--- src/rtl/cavlc_run_scanner.sv ---
// One-pass CAVLC coefficient scanner: TotalCoeff, TrailingOnes/signs, total_zeros and run_before per block.
// Optional level capture output enabled by defining CAVLC_LEVEL_CAPTURE_EN.
module cavlc_run_scanner #(
  parameter int COEFF_W   = 8,
  parameter int MAX_COEFF = 16,
  parameter int CNT_W     = $clog2(MAX_COEFF + 1)
) (
  input  logic                               clk,
  input  logic                               rst,
  input  logic                               clear,
  input  logic                               in_valid,
  output logic                               in_ready,
  input  logic [COEFF_W-1:0]                 in_coeff,
  input  logic                               in_last,
  output logic                               out_valid,
  input  logic                               out_ready,
  output logic [CNT_W-1:0]                   total_coeff,
  output logic [1:0]                         trailing_ones,
  output logic [2:0]                         t1_signs,
  output logic [CNT_W-1:0]                   total_zeros,
  output logic [MAX_COEFF-1:0][CNT_W-1:0]    run_before,
`ifdef CAVLC_LEVEL_CAPTURE_EN
  output logic [MAX_COEFF-1:0][COEFF_W-1:0]  level_list,
`endif
  output logic                               err_len
);

  typedef enum logic [1:0] {IDLE, SCAN, DONE} state_e;

  localparam logic [CNT_W-1:0] MAX_CNT  = CNT_W'(MAX_COEFF);
  localparam logic [CNT_W-1:0] LAST_BEAT = CNT_W'(MAX_COEFF - 1);

  function automatic logic [CNT_W-1:0] sat_inc(input logic [CNT_W-1:0] v);
    return (v >= MAX_CNT) ? v : v + 1'b1;
  endfunction

  state_e                            state_q, state_d;
  logic [CNT_W-1:0]                  beat_q, beat_d;
  logic [CNT_W-1:0]                  tc_q, tc_d;
  logic [CNT_W-1:0]                  tz_q, tz_d;
  logic [1:0]                        t1_q, t1_d;
  logic [2:0]                        t1_sign_q, t1_sign_d;
  logic                              t1_closed_q, t1_closed_d;
  logic                              err_q, err_d;
  logic [MAX_COEFF-1:0][CNT_W-1:0]   run_q, run_d;
`ifdef CAVLC_LEVEL_CAPTURE_EN
  logic [MAX_COEFF-1:0][COEFF_W-1:0] level_q, level_d;
`endif

  logic accept, is_zero, is_one, zero_res;

  assign in_ready = (state_q != DONE) & ~clear;
  assign accept   = in_valid & in_ready;
  assign is_zero  = (in_coeff == '0);
  assign is_one   = (in_coeff == COEFF_W'(1)) || (in_coeff == '1);

  // NOTE: every _d gets its default first so this block can never infer a latch.
  always_comb begin
    state_d     = state_q;
    beat_d      = beat_q;
    tc_d        = tc_q;
    tz_d        = tz_q;
    t1_d        = t1_q;
    t1_sign_d   = t1_sign_q;
    t1_closed_d = t1_closed_q;
    err_d       = err_q;
    run_d       = run_q;
`ifdef CAVLC_LEVEL_CAPTURE_EN
    level_d     = level_q;
`endif
    zero_res    = 1'b0;

    if (accept) begin
      beat_d = sat_inc(beat_q);
      if (!is_zero) begin
        tc_d = sat_inc(tc_q);
`ifdef CAVLC_LEVEL_CAPTURE_EN
        for (int i = 0; i < MAX_COEFF; i++)
          if (tc_q == CNT_W'(i)) level_d[i] = in_coeff;
`endif
        if (!t1_closed_q) begin
          if (!is_one) begin
            t1_closed_d = 1'b1;
          end else if (t1_q != 2'd3) begin
            t1_sign_d[t1_q] = in_coeff[COEFF_W-1];
            t1_d            = t1_q + 2'd1;
          end
        end
      end else if (tc_q != '0) begin
        // Zeros extend the run of the most recent non-zero; leading zeros are ignored.
        tz_d = sat_inc(tz_q);
        for (int i = 0; i < MAX_COEFF; i++)
          if (tc_q == CNT_W'(i + 1)) run_d[i] = sat_inc(run_q[i]);
      end
      if (in_last || beat_q == LAST_BEAT) begin
        state_d = DONE;
        err_d   = ~in_last;
      end else begin
        state_d = SCAN;
      end
    end

    if (state_q == DONE && out_ready) begin
      state_d  = IDLE;
      zero_res = 1'b1;
    end

    if (clear) begin
      state_d  = IDLE;
      zero_res = 1'b1;
    end

    if (zero_res) begin
      beat_d      = '0;
      tc_d        = '0;
      tz_d        = '0;
      t1_d        = '0;
      t1_sign_d   = '0;
      t1_closed_d = 1'b0;
      err_d       = 1'b0;
      run_d       = '0;
`ifdef CAVLC_LEVEL_CAPTURE_EN
      level_d     = '0;
`endif
    end
  end

  // NOTE: sequential state uses non-blocking assignments only; result lists are reset since they are read as outputs.
  always_ff @(posedge clk or negedge rst) begin
    if (!rst) begin
      state_q     <= IDLE;
      beat_q      <= '0;
      tc_q        <= '0;
      tz_q        <= '0;
      t1_q        <= '0;
      t1_sign_q   <= '0;
      t1_closed_q <= 1'b0;
      err_q       <= 1'b0;
      run_q       <= '0;
`ifdef CAVLC_LEVEL_CAPTURE_EN
      level_q     <= '0;
`endif
    end else begin
      state_q     <= state_d;
      beat_q      <= beat_d;
      tc_q        <= tc_d;
      tz_q        <= tz_d;
      t1_q        <= t1_d;
      t1_sign_q   <= t1_sign_d;
      t1_closed_q <= t1_closed_d;
      err_q       <= err_d;
      run_q       <= run_d;
`ifdef CAVLC_LEVEL_CAPTURE_EN
      level_q     <= level_d;
`endif
    end
  end

  assign out_valid     = (state_q == DONE);
  assign total_coeff   = tc_q;
  assign trailing_ones = t1_q;
  assign t1_signs      = t1_sign_q;
  assign total_zeros   = tz_q;
  assign run_before    = run_q;
  assign err_len       = err_q;
`ifdef CAVLC_LEVEL_CAPTURE_EN
  assign level_list    = level_q;
`endif

endmodule

--- config.mk ---
export PLATFORM = sky130hd
export DESIGN_NAME = cavlc_run_scanner
export DESIGN_NICKNAME = d
export VERILOG_FILES = /design/src/rtl/cavlc_run_scanner.sv
export SDC_FILE = /design/constraint.sdc
export NUM_CORES = 1
export LEC_CHECK = 0
export ABC_AREA = 1
export ABC_CLOCK_PERIOD_IN_PS = 1800
export BUFFER_PORTS_ARGS = -buffer_cell sky130_fd_sc_hd__buf_2
export CORE_ASPECT_RATIO = 0.8
export CORE_MARGIN = 8
export CORE_UTILIZATION = 30
export CTS_BUF_LIST = sky130_fd_sc_hd__clkbuf_4
export DETAILED_ROUTE_END_ITERATION = 8
export GPL_TIMING_DRIVEN = 0
export PLACE_DENSITY_LB_ADDON = 0.08
export SLEW_MARGIN = 20
export SYNTH_ARGS = -nofsm -noshare
export SYNTH_HDL_FRONTEND = slang
export SYNTH_SLANG_ARGS = --single-unit
--- constraint.sdc ---
create_clock -name clk -period 1.8 [get_ports clk]
set_input_delay 0.36 -clock clk [delete_from_list [all_inputs] [get_ports clk]]
set_output_delay 0.36 -clock clk [all_outputs]
set_load 0.005 [all_outputs]
# After elaboration in Yosys (flattened, before gate mapping)
# Cells that the tools add are included.
# classes
n_addsub	20
magnitude_cmp	21
n_eq_ne	43
muxes	77
bitwise_logic	4
reduce_logical	51
# ops
operator	count
$mux 80	4
$mux 5	44
$add 5x1->5 const B	19
$ge 5x5->1 const B	19
$reduce_and 5->1	17
$eq 5x4->1 const B	9
$reduce_bool 2->1	22
$ne 2x2->1 const B	21
$eq 5x3->1 const B	4
$mux 2	10
$mux 3	6
$mux 1	11
$eq 5x2->1 const B	2
$eq 8x1->1 const B	1
$eq 8x8->1 const B	1
$logic_not 8->1	1
$reduce_and 2->1	3
$eq 5x1->1 const B	1
$eq 5x5->1 const B	1
$reduce_bool 5->1	1
$ne 2x1->1 const B	2
$reduce_and 4->1	1
$bwmux 3	1
$lt 2x3->1 const B	1
10 further kinds	14
# word_totals
regBits	104
in_bits	14
output_inout_bits	98
elab_cells	240

# Longest topological paths before layout
# Gate-level depths: netlist of the first run.
# logic_depth
ltp_word	11
ltp_mapped	12
ltp_nobuf	11

# Worst setup path before layout of the first run
# OpenSTA, ideal clock, no wires.
# synth_timing
path_kind	register to register
from	register tc_q[0] (netlist: total_coeff[0])
to	register run_q, in the netlist run_before[77]
setup_time_ps	121
t_arrival_ps	1395
required_time_ps	1679
setup_slack_ps	284
stages_incl_launch_ff	10
path_buffers	1
synth_period_minus_slack_ps	1516
path_cell_list	dfrtp_1 inv_1 ha_1 nand3_1 nand2_2 nand2_8 buf_12 nand2_4 nand2_1 o21ai_1
# synth_between
elab_chain_len	3
word_cells_on_any_way	5
classes_between	eq/ne (1); reduce/logical (4)
# synth_rtl
element	line_no	rtl
start: declaration	39	logic [CNT_W-1:0] tc_q, tc_d;
start signal: assignment	146	tc_q <= tc_d;
$eq 5x5->1 or $reduce_bool 5->1 (tied branches)	93, 89	
$reduce_bool 2->1 (no source line)	--	
$reduce_and 5->1 (no source line) (*)	--	
end signal: assignment	152	run_q <= run_d;
end: declaration	45	logic [MAX_COEFF-1:0][CNT_W-1:0] run_q, run_d;
# Every way passes the cells marked *; elsewhere a longest branch is shown, timed or not.
# A chain may end at the register's enable or synchronous reset.

# Worst setup path after layout of the first run
# layout_timing
from	register tc_q[0] (netlist: total_coeff[0])
to	register run_q, in the netlist run_before[73]
# layout_between
elab_chain_len	3
word_cells_on_any_way	5
classes_between	eq/ne (1); reduce/logical (4)
# layout_rtl
element	line_no
$eq 5x4->1 or $reduce_bool 5->1 (tied branches)	93, 89
$reduce_bool 2->1 (no source line)	--
$reduce_and 5->1 (no source line) (*)	--
# Marks and branches as above.

==> metrics.md, run 1 <==
| Metric | Value |
|---|---|
| Status | `finished clean` |
| Synth Area in Compound Gates | `6.85%` |
| CP Max Fanout | `8` |
| Die width | `175 um` |
| Worst setup SP type | `register` |
| Period utilization | `95.2%` |
| GPL Wtd Cong | `between 0.7 and 0.8` |
| Gr usage total | `14.0%` |
| Main synth FF type | `dfrtp_1` |
| Ports | `112` |
| Final net count | `around 940` |
| Drt wl/cell | `14.6 um` |
| Area Growth Syn to Fin | `19.6%` |
| DP Cell Count | `1145` |
| Register area share after synthesis | `42.9%` |
| Power per cell area | `slightly above 800 nW/um^2` |
| Mapped Avg Cell Area | `a little under 8 sq um` |
| Largest net degree at the start of global routing | `between 60 and 70` |
| Synthesized net count | `811` |
| Core box area | `19800 sq um` |
| Count leader, synth | `nand2_1` |
| Clock slew at reported path FFs | `approximately 150 ps` |
| Area occupied by multi-input gates | `3140 sq um` |
| Share of cells above drive strength 1 | `about 25%` |
| DRC violations left | `0` |
| Slew Limit Headroom | `68.0%` |
| Cell taking the most area after synthesis | `dfrtp_1` |
| Post-synthesis mux area share | `0%` |
| Fin cells | `1170` |
| First-pass GRT wire length | `27.8 mm` |
| TritonRoute pass-1 iters | `5` |
| Clock buffer depth | `2` |
| Maximum clock rate | `approximately 580 MHz` |
| Max-Cap Viols | `0` |
| Post-Syn Instances | `769` |
| Setup Skew | `roughly 20 ps` |
| Yosys reg bits | `104` |
| Critical Path AT | `2070 ps` |
| FP Rows | `between 40 and 50` |
| Leakage power | `roughly 3.9 nW` |
| Initial antenna violation count | `1` |
| Clock Sink Count | `around 100` |
| Die area | `25000 sq um` |
| Worst min-delay path class | `input pin to register` |
| Reg area | `2600 sq um` |
| Endpoints failing setup | `0` |
| Synth area leaders | `dfrtp_1, nand2_1, ha_1, xor2_1, nor2_1` |
| Final instance area | `7250 sq um` |
| Peak supply drop | `0.339 mV` |
| Tightest Pin Transition | `476 ps` |
| Post-synth top area share | `42.9%` |
| Synth cell types | `32` |
| Commonest cells post-synth | `nand2_1, dfrtp_1, nor2_1, nand3_1, inv_1` |
| CTS tree | `done` |
| Fillers | `2111` |
| DP HPWL | `12.6 mm` |
| Number of port buffers | `111` |
| Critical R2R Launch | `total_coeff[0]` |
| Placed Area | `6980 sq um` |
| Root Driver | `clkbuf_4` |
| CP Capture Type | `register` |
| Overall power | `5.88 mW` |
| WP data required | `2160 ps` |
| RSZ-0062 raised after global routing | `false` |
| Vias in the first global route | `5053` |
| Largest family of logic cells by synthesized area | `simple AND/OR/NAND/NOR gates` |
| Post-layout util | `between 30% and 40%` |
| Via count | `5140` |
| Setup TNS | `0 ps` |
| Clock period minus worst slack | `1710 ps` |
| Max Slew Vio Count | `0` |
| Worst Min Path Start | `in_last` |
| Cell area after synthesis | `6060 sq um` |
| Post-synthesis adder-cell area fraction | `5.78%` |
| Chip height | `~140 um` |
| Vias per cell | `between 4 and 5` |
| Async S/R FF share, synth | `100%` |
| Post-Synth XOR/XNOR Area | `5.92%` |
| Clock Latency Late Sink | `between 400 and 500 ps` |
| Crit Path Category | `register to register` |
| Crit. Startpoint | `total_coeff[0]` |
| Htree depth | `3` |
| YS warnings | `0` |
| Wirelength, routed | `about 17 mm` |
| 1st-iter DRT viols | `281` |
| CTS buffer count | `9` |
| Total congestion overflow | `0` |
| Final ANT Viol Nets | `0` |
| Simple logic cell fraction of the synthesized area | `32.7%` |
| Initial Util | `a little under a third` |
| Count of final hold-check violations | `0` |
| Number of synthesized flops with an enable pin | `0` |
[timing repair]
item,4_1_cts,5_1_grt
cloned,0,0
setup endpoints to repair,12,79
setup buffers,0,8
pin swaps,0,3
hold endpoints to repair,39,0
hold buffers,1,0
gates resized for setup,2,20
[through the flow]
| step | setup slack, ps | hold slack, ps |
|---|---|---|
| final | 87.0 | 96.0 |
| after global routing | 2.19 | 61.5 |
| after CTS | -3.12 | 34.9 |
| after detailed placement | -63.6 | 314 |
| after global placement | -1100 | 488 |
| after floorplan | 284 | 64.4 |
[kinds of logic after synthesis]
| logic type | count (synthesis) |
|---|---|
| adder cells (fa/ha/maj) | 28 |
| AND/OR/NAND/NOR | 441 |
| XOR/XNOR | 41 |
| buffers and inverters | 74 |
| AO/OA/AOI/OAI | 81 |
| flip-flops | 104 |
[path summary, 6_finish.rpt]
path                             endpoint  slack, ps  depth (start not counted)
min in group asynchronous  run_before[65]        350                          2
max in group asynchronous  run_before[35]        770                          3
min                               err_len        100                          2
max reg2reg                run_before[73]         90                         11
max                        run_before[73]         90                         11
min reg2reg                   t1_closed_q        520                          2
[final cells by class]
class                           count  area share (%)
Tap cell                          264            4.56
Multi-Input combinational cell    591            43.3
Antenna cell                        1          0.0345
Sequential cell                   104            35.9
Inverter                           54            2.83
Clock inverter                      5            1.00
Timing Repair Buffer              121            9.10
Clock buffer                       10            1.04
Buffer                             20            2.26
[power by group]
| part | internal, mW | switching [mW] | total, mW |
|---|---|---|---|
| combinational | 0.665 | 0.866 | 1.53 |
| clock | 0.562 | 0.788 | 1.35 |
| sequential | 2.63 | 0.371 | 3.00 |
| total | 3.86 | 2.03 | 5.88 |
[worst max-delay path: stages (launching register included)]
cell and delay (ps):
dfrtp_1 440, buf_4 150, ha_1 190, inv_2 80, nor2_1 50, ha_1 190, a21oi_1 120, nor2_1 70
nand2_2 150, inv_2 50, nand2_1 70, nand2_1 50
[routing by layer]
metal	vias up	global-route usage, %	wire length (um)
met2	89	21.4	7200
met1	2323	19.6	8950
met3	10	3.27	810
met5	-	0	0
li1	2718	-	-
met4	0	2.94	144
[flip-flops by register name (all words and copies together), names as in the netlist]
register / flops
run_before: 80
beat_q: 5
total_coeff: 5
total_zeros: 5
t1_signs: 3
state_q: 2
trailing_ones: 2
err_len: 1
t1_closed_q: 1
[cell usage in the layout (no fill, tap or decap), types with 14 or more instances in the layout]
cell type / netlist / final
nand2_4: 14 / 14
dfrtp_1: 104 / 104
buf_2: 10 / 113
ha_1: 28 / 27
o21ai_1: 40 / 40
inv_2: 12 / 15
nor2_1: 89 / 86
inv_1: 41 / 38
nand3_1: 42 / 42
o21ai_0: 19 / 19
buf_4: 5 / 16
nand2_1: 241 / 238
clkbuf_4: 0 / 14
a21oi_1: 17 / 17
xor2_1: 40 / 40
Power figures use the tool's default switching activity.
==> inputs of run 2 (changes only) <==
Settings changed: PLACE_DENSITY set to 0.5, PLACE_DENSITY_LB_ADDON 0.08 to not set.
==> run 2 against run 1 <==
  * Critical path depth unchanged
  * Highest routed layer unchanged
  * Sequential share of layout area up 0.24 points
  * Worst setup slack better by 11 ps
  * Final cell count down 0.26%
  * Clock skew down 7.0 ps
  * Register-to-register slack about the same
  * Wire length down 0.50%
  * Clock-buffer cell count up 2
  * Utilization down 0.25 points
==> metrics.md, run 2 (synthesized netlist as in run 1, its figures left out) <==
| Metric | Value |
|---|---|
| Most frequent cells in the layout | `nand2_1, buf_2, dfrtp_1` |
| Ordered cell list for the critical path | `nor2_4, nor2_4, nand2_4, inv_4, nor2_4, buf_12, nor2_2, nand2_4, inv_2, nand2_1, nand2_1` |
| Count of final hold-check violations | `0` |
| Commonest non-fill, non-tap cell in the layout | `nand2_1` |
| Htree depth | `3` |
| Crit path max-delay cell type | `dfrtp_1` |
| CP Capture Type | `register` |
| Die width | `175 um` |
| Worst Slack Setup Final | `98.1 ps` |
| Status | `finished clean` |
| Critical Path Max Stage Delay | `roughly 450 ps` |
| GPL Wtd Cong | `0.783` |
| Cell count of the worst hold path | `2` |
| Tightest Pin Transition | `522 ps` |
| Worst min-delay path class | `input pin to register` |
| Core box area | `19800 sq um` |
| Setup Skew | `12.9 ps` |
| Worst setup SP type | `register` |
| 1st-iter DRT viols | `270` |
| Max-Cap Viols | `0` |
| R2R Setup Slk | `100 ps` |
| Vias in the first global route | `4921` |
| Clock Sink Count | `approximately 100` |
| Gr usage total | `14.0%` |
| DRC violations left | `0` |
| Area Growth Syn to Fin | `18.8%` |
| Met1 usage | `20.0%` |
| CTS tree | `done` |
| Critical Path AT | `2090 ps` |
| Clock slew at reported path FFs | `160 ps` |
| Wirelength, routed | `around 17 mm` |
| Worst R2R End | `run_before[69]` |
| FP Rows | `46` |
| Clock Latency Late Sink | `490 ps` |
| Endpoints failing setup | `0` |
| Initial antenna violation count | `1` |
| Total congestion overflow | `0` |
| Pre-CTS setup slack | `-33.3 ps` |
| Drt wl/cell | `14.6 um` |
| WP data required | `2190 ps` |
| Maximum clock rate | `588 MHz` |
| RSZ-0062 raised after global routing | `true` |
| Root Driver | `clkbuf_4` |
| TritonRoute pass-1 iters | `7` |
| Number of port buffers | `around 110` |
| Die area | `25000 sq um` |
| Clock buffer depth | `2` |
| Peak supply drop | `approximately 0.36 mV` |
| Slew Limit Headroom | `about 65%` |
| Initial Util | `between 30% and 40%` |
| Critical R2R Launch | `state_q[0]` |
| CP most frequent cell | `nor2_4` |
| Worst reg-to-reg path cell count | `11` |
| Largest net degree at the start of global routing | `54` |
| Routing usage on met2 | `20.3%` |
| CTS buffer count | `9` |
| Number of flip-flops in the largest register | `80` |
| Power per cell area | `788 nW/um^2` |
| Vias per cell | `4.44` |
| Via count | `5182` |
| Leakage power | `3.85 nW` |
| Worst Min Path Start | `in_last` |
| Clock period minus worst slack | `1700 ps` |
| Setup TNS | `0 ps` |
| DP HPWL | `12.5 mm` |
| Chip height | `143 um` |
| CP Max Fanout | `10` |
| Period utilization | `94.6%` |
| First-pass GRT wire length | `27.7 mm` |
| Max Slew Vio Count | `0` |
| Hold EP | `err_len` |
| Final net count | `939` |
| GRT busiest layer | `met2` |
| Met3 usage | `4.54%` |
| Final ANT Viol Nets | `0` |
| Ports | `112` |
| Crit Path Category | `register to register` |
| Post-layout util | `between 30 and 40%` |
| Share of cells above drive strength 1 | `24.3%` |
-- run 2: worst max path at each step --
stage,depth (start not counted),slack [ps],endpoint,from
after detailed placement,9,-30,run_before[18],clear
final,11,100,run_before[69],state_q[0]
after floorplan,9,280,run_before[77],total_coeff[0]
after global routing,11,-10,run_before[70],state_q[0]
after global placement,1,-1050,run_before[0],rst
after CTS,9,4,run_before[19],state_q[0]
-- run 2: layout make-up --
cell class              count  area [sq um]
fillers                  2109         12600
multi-input cells         591          3140
flip-flops and latches    104          2600
repair buffers            117           629
well taps                 264           330
inverters                  54           210
plain buffers              20           176
clock buffers              12          90.1
clock inverters             4          21.3
diodes                      1          2.50
-- run 2: critical path: cells and delay by family, from the launching register on --
kind	cells	cell delay (ps)
buffers and inverters	3	300
DFF	1	450
and+or+nand+nor	8	820
-- run 2: metrics by stage --
stage                     hold WS (ps)  cell area, sq um  total power, mW  instances
after global placement             509              6950             4.54       1144
after CTS                         62.0              7110             5.74       1162
after detailed placement           354              6980             4.58       1145
after floorplan                   64.4              6060             3.89        769
after global routing              77.3              7200             6.13       1167
final                             94.2              7200             5.67       1167
-- run 2: report_power, final --
group	switching [mW]	internal (mW)	total (mW)
clock	0.815	0.324	1.14
combinational	0.870	0.661	1.53
sequential	0.372	2.63	3.00
-- run 2: layer usage --
layer,share of wire [%],routed length [um],up-vias
met5,0,0,-
met3,5.8,984,8
met2,42,7100,93
met1,52,8840,2376
met4,0.58,98,0
li1,-,-,2705
-- run 2: repair_timing --
item / 4_1_cts / 5_1_grt
resized for setup: 2 / 24
setup buffers: 0 / 4
endpoints found under the hold margin: 51 / 0
pin swaps: 0 / 3
setup endpoints to repair: 12 / 58
gates cloned: 0 / 0
hold buffers: 1 / 0
==> inputs of run 3 (changes only) <==
Settings changed: ABC_CLOCK_PERIOD_IN_PS 1800 to 2150.
Clock period 1.8 ns to 2.15 ns, I/O delays scaled along.
==> run 3 against run 2 <==
  * Clock skew increased by 0.80 ps
  * Critical path depth is 2 lower
  * Wire length up 0.20%
  * Critical endpoint is now run_before[71]
==> metrics.md, run 3 (synthesized netlist as in run 1, its figures left out) <==
| Metric | Value |
|---|---|
| 1st-iter DRT viols | `281` |
| Power per cell area | `between 600 and 700 nW/um^2` |
| Clock buffer depth | `2` |
| Initial Util | `30.6%` |
| Largest net degree at the start of global routing | `54` |
| First-pass GRT wire length | `27.7 mm` |
| CTS tree | `done` |
| Final instance area | `7100 sq um` |
| Root Driver | `clkbuf_4` |
| Vias per cell | `4.42` |
| Crit. Startpoint | `total_coeff[3]` |
| Worst min-delay path class | `input pin to register` |
| DP HPWL | `12.5 mm` |
| Total congestion overflow | `0` |
| Initial antenna violation count | `1` |
| Pre-CTS setup slack | `247 ps` |
| CP Capture Type | `register` |
| Core box area | `19800 sq um` |
| Clock Sink Count | `around 100` |
| Wirelength, routed | `17.1 mm` |
| CTS buffer count | `9` |
| Leakage power | `3.82 nW` |
| Count of final hold-check violations | `0` |
| Via count | `approximately 5000` |
| Setup Buffers After CTS | `0` |
| Ports | `112` |
| Setup TNS | `0 ps` |
| Number of port buffers | `111` |
| Worst setup SP type | `register` |
| Endpoints failing setup | `0` |
| Worst reg-to-reg path cell count | `9` |
| Critical Path AT | `2200 ps` |
| Chip height | `143 um` |
| Clock slew at reported path FFs | `150 ps` |
| Status | `finished clean` |
| Number of flip-flops in the largest register | `80` |
| Peak supply drop | `0.298 mV` |
| Max-Cap Viols | `0` |
| TritonRoute pass-1 iters | `4` |
| CP Max Fanout | `10` |
| Die width | `approximately 170 um` |
| Most frequent cells in the layout | `nand2_1, buf_2, dfrtp_1` |
| Maximum clock rate | `between 500 and 600 MHz` |
| Placed Area | `6980 sq um` |
| Worst R2R End | `run_before[71]` |
| Setup Skew | `between 10 and 15 ps` |
| Die area | `25000 sq um` |
| DRC violations left | `0` |
| Final net count | `935` |
| Drt wl/cell | `14.7 um` |
| WP data required | `2520 ps` |
| Area Growth Syn to Fin | `17.2%` |
| Htree depth | `3` |
| Tightest Pin Transition | `524 ps` |
| Max Slew Vio Count | `0` |
| Crit path capture | `run_before[71]` |
| Gr usage total | `14.0%` |
| Final ANT Viol Nets | `0` |
| CTS-repair resized insts | `0` |
| Fillers | `2114` |
| Worst Slack Setup Final | `approximately 320 ps` |
| R2R Setup Slk | `320 ps` |
| Share of cells above drive strength 1 | `22.8%` |
| Vias in the first global route | `a little under 5000` |
| Commonest non-fill, non-tap cell in the layout | `nand2_1` |
| Critical R2R Launch | `total_coeff[3]` |
| GPL Wtd Cong | `0.783` |
| Overall power | `4.71 mW` |
| Slew Limit Headroom | `65.1%` |
| Period utilization | `between 80% and 90%` |
| Post-layout util | `a little over a third` |
| Clock period minus worst slack | `1830 ps` |
| FP Rows | `46` |
| Clock Latency Late Sink | `480 ps` |
| RSZ-0062 raised after global routing | `false` |
| Crit Path Category | `register to register` |
run 3: cell count changes in the layout (fill, tap and decap cells not counted), moves of 3 or more:
cell and change:
nand2_1 +3, buf_4 -7, nor2_2 -3, clkbuf_4 -3, nand2_2 -3, nor2_1 +3, buf_2 +7
run 3: worst min path at each step:
stage	from	end	depth (start not counted)
floorplan	rst	beat_q[0]	0
global placement	t1_closed_q	t1_closed_q	2
detailed placement	rst	run_before[30]	1
CTS	in_last	err_len	2
global route	in_last	err_len	2
finish	in_last	err_len	2
run 3: area by class of cell:
type / count / area, sq um / share of cell area, %
Timing Repair Buffer: 113 / 599 / 8.44
Clock buffer: 12 / 90.1 / 1.27
Inverter: 54 / 205 / 2.89
Tap cell: 264 / 330 / 4.65
Multi-Input combinational cell: 591 / 3110 / 43.7
Sequential cell: 104 / 2600 / 36.6
Clock inverter: 4 / 21.3 / 0.299
Antenna cell: 1 / 2.50 / 0.0352
Buffer: 20 / 145 / 2.04
run 3: where the power goes:
group,internal [mW],switching [mW]
Sequential,2.20,0.310
Clock,0.271,0.672
Combinational,0.534,0.720
run 3: metal layers:
| layer | up-vias | wire [um] | track usage, % | share of wire (%) |
|---|---|---|---|---|
| li1 | 2698 | - | - | - |
| met1 | 2343 | 8870 | 20.0 | 52 |
| met2 | 95 | 7220 | 20.3 | 42 |
| met3 | 2 | 926 | 4.54 | 5.4 |
| met4 | 0 | 46 | 2.27 | 0.27 |
| met5 | - | 0 | 0 | 0 |
run 3: critical path: stages, from the launching register on:
cell     delay, ps
dfrtp_1        420
buf_2          270
nand2_1        160
nor2_1         130
ha_1           210
a21oi_1         80
nor2_1         100
nand2_1        180
nand2_1        100
o21ai_0         80
run 3: repair_timing:
action                                  4_1_cts  5_1_grt
hold buffers                                  1        0
endpoints found under the setup margin        0        0
endpoints found under the hold margin        51        0
run 3: metrics by stage:
step,hold WS (ps),cells
after floorplan,134,769
after global placement,509,1144
after detailed placement,424,1145
after CTS,132,1162
after global routing,147,1163
final,177,1163
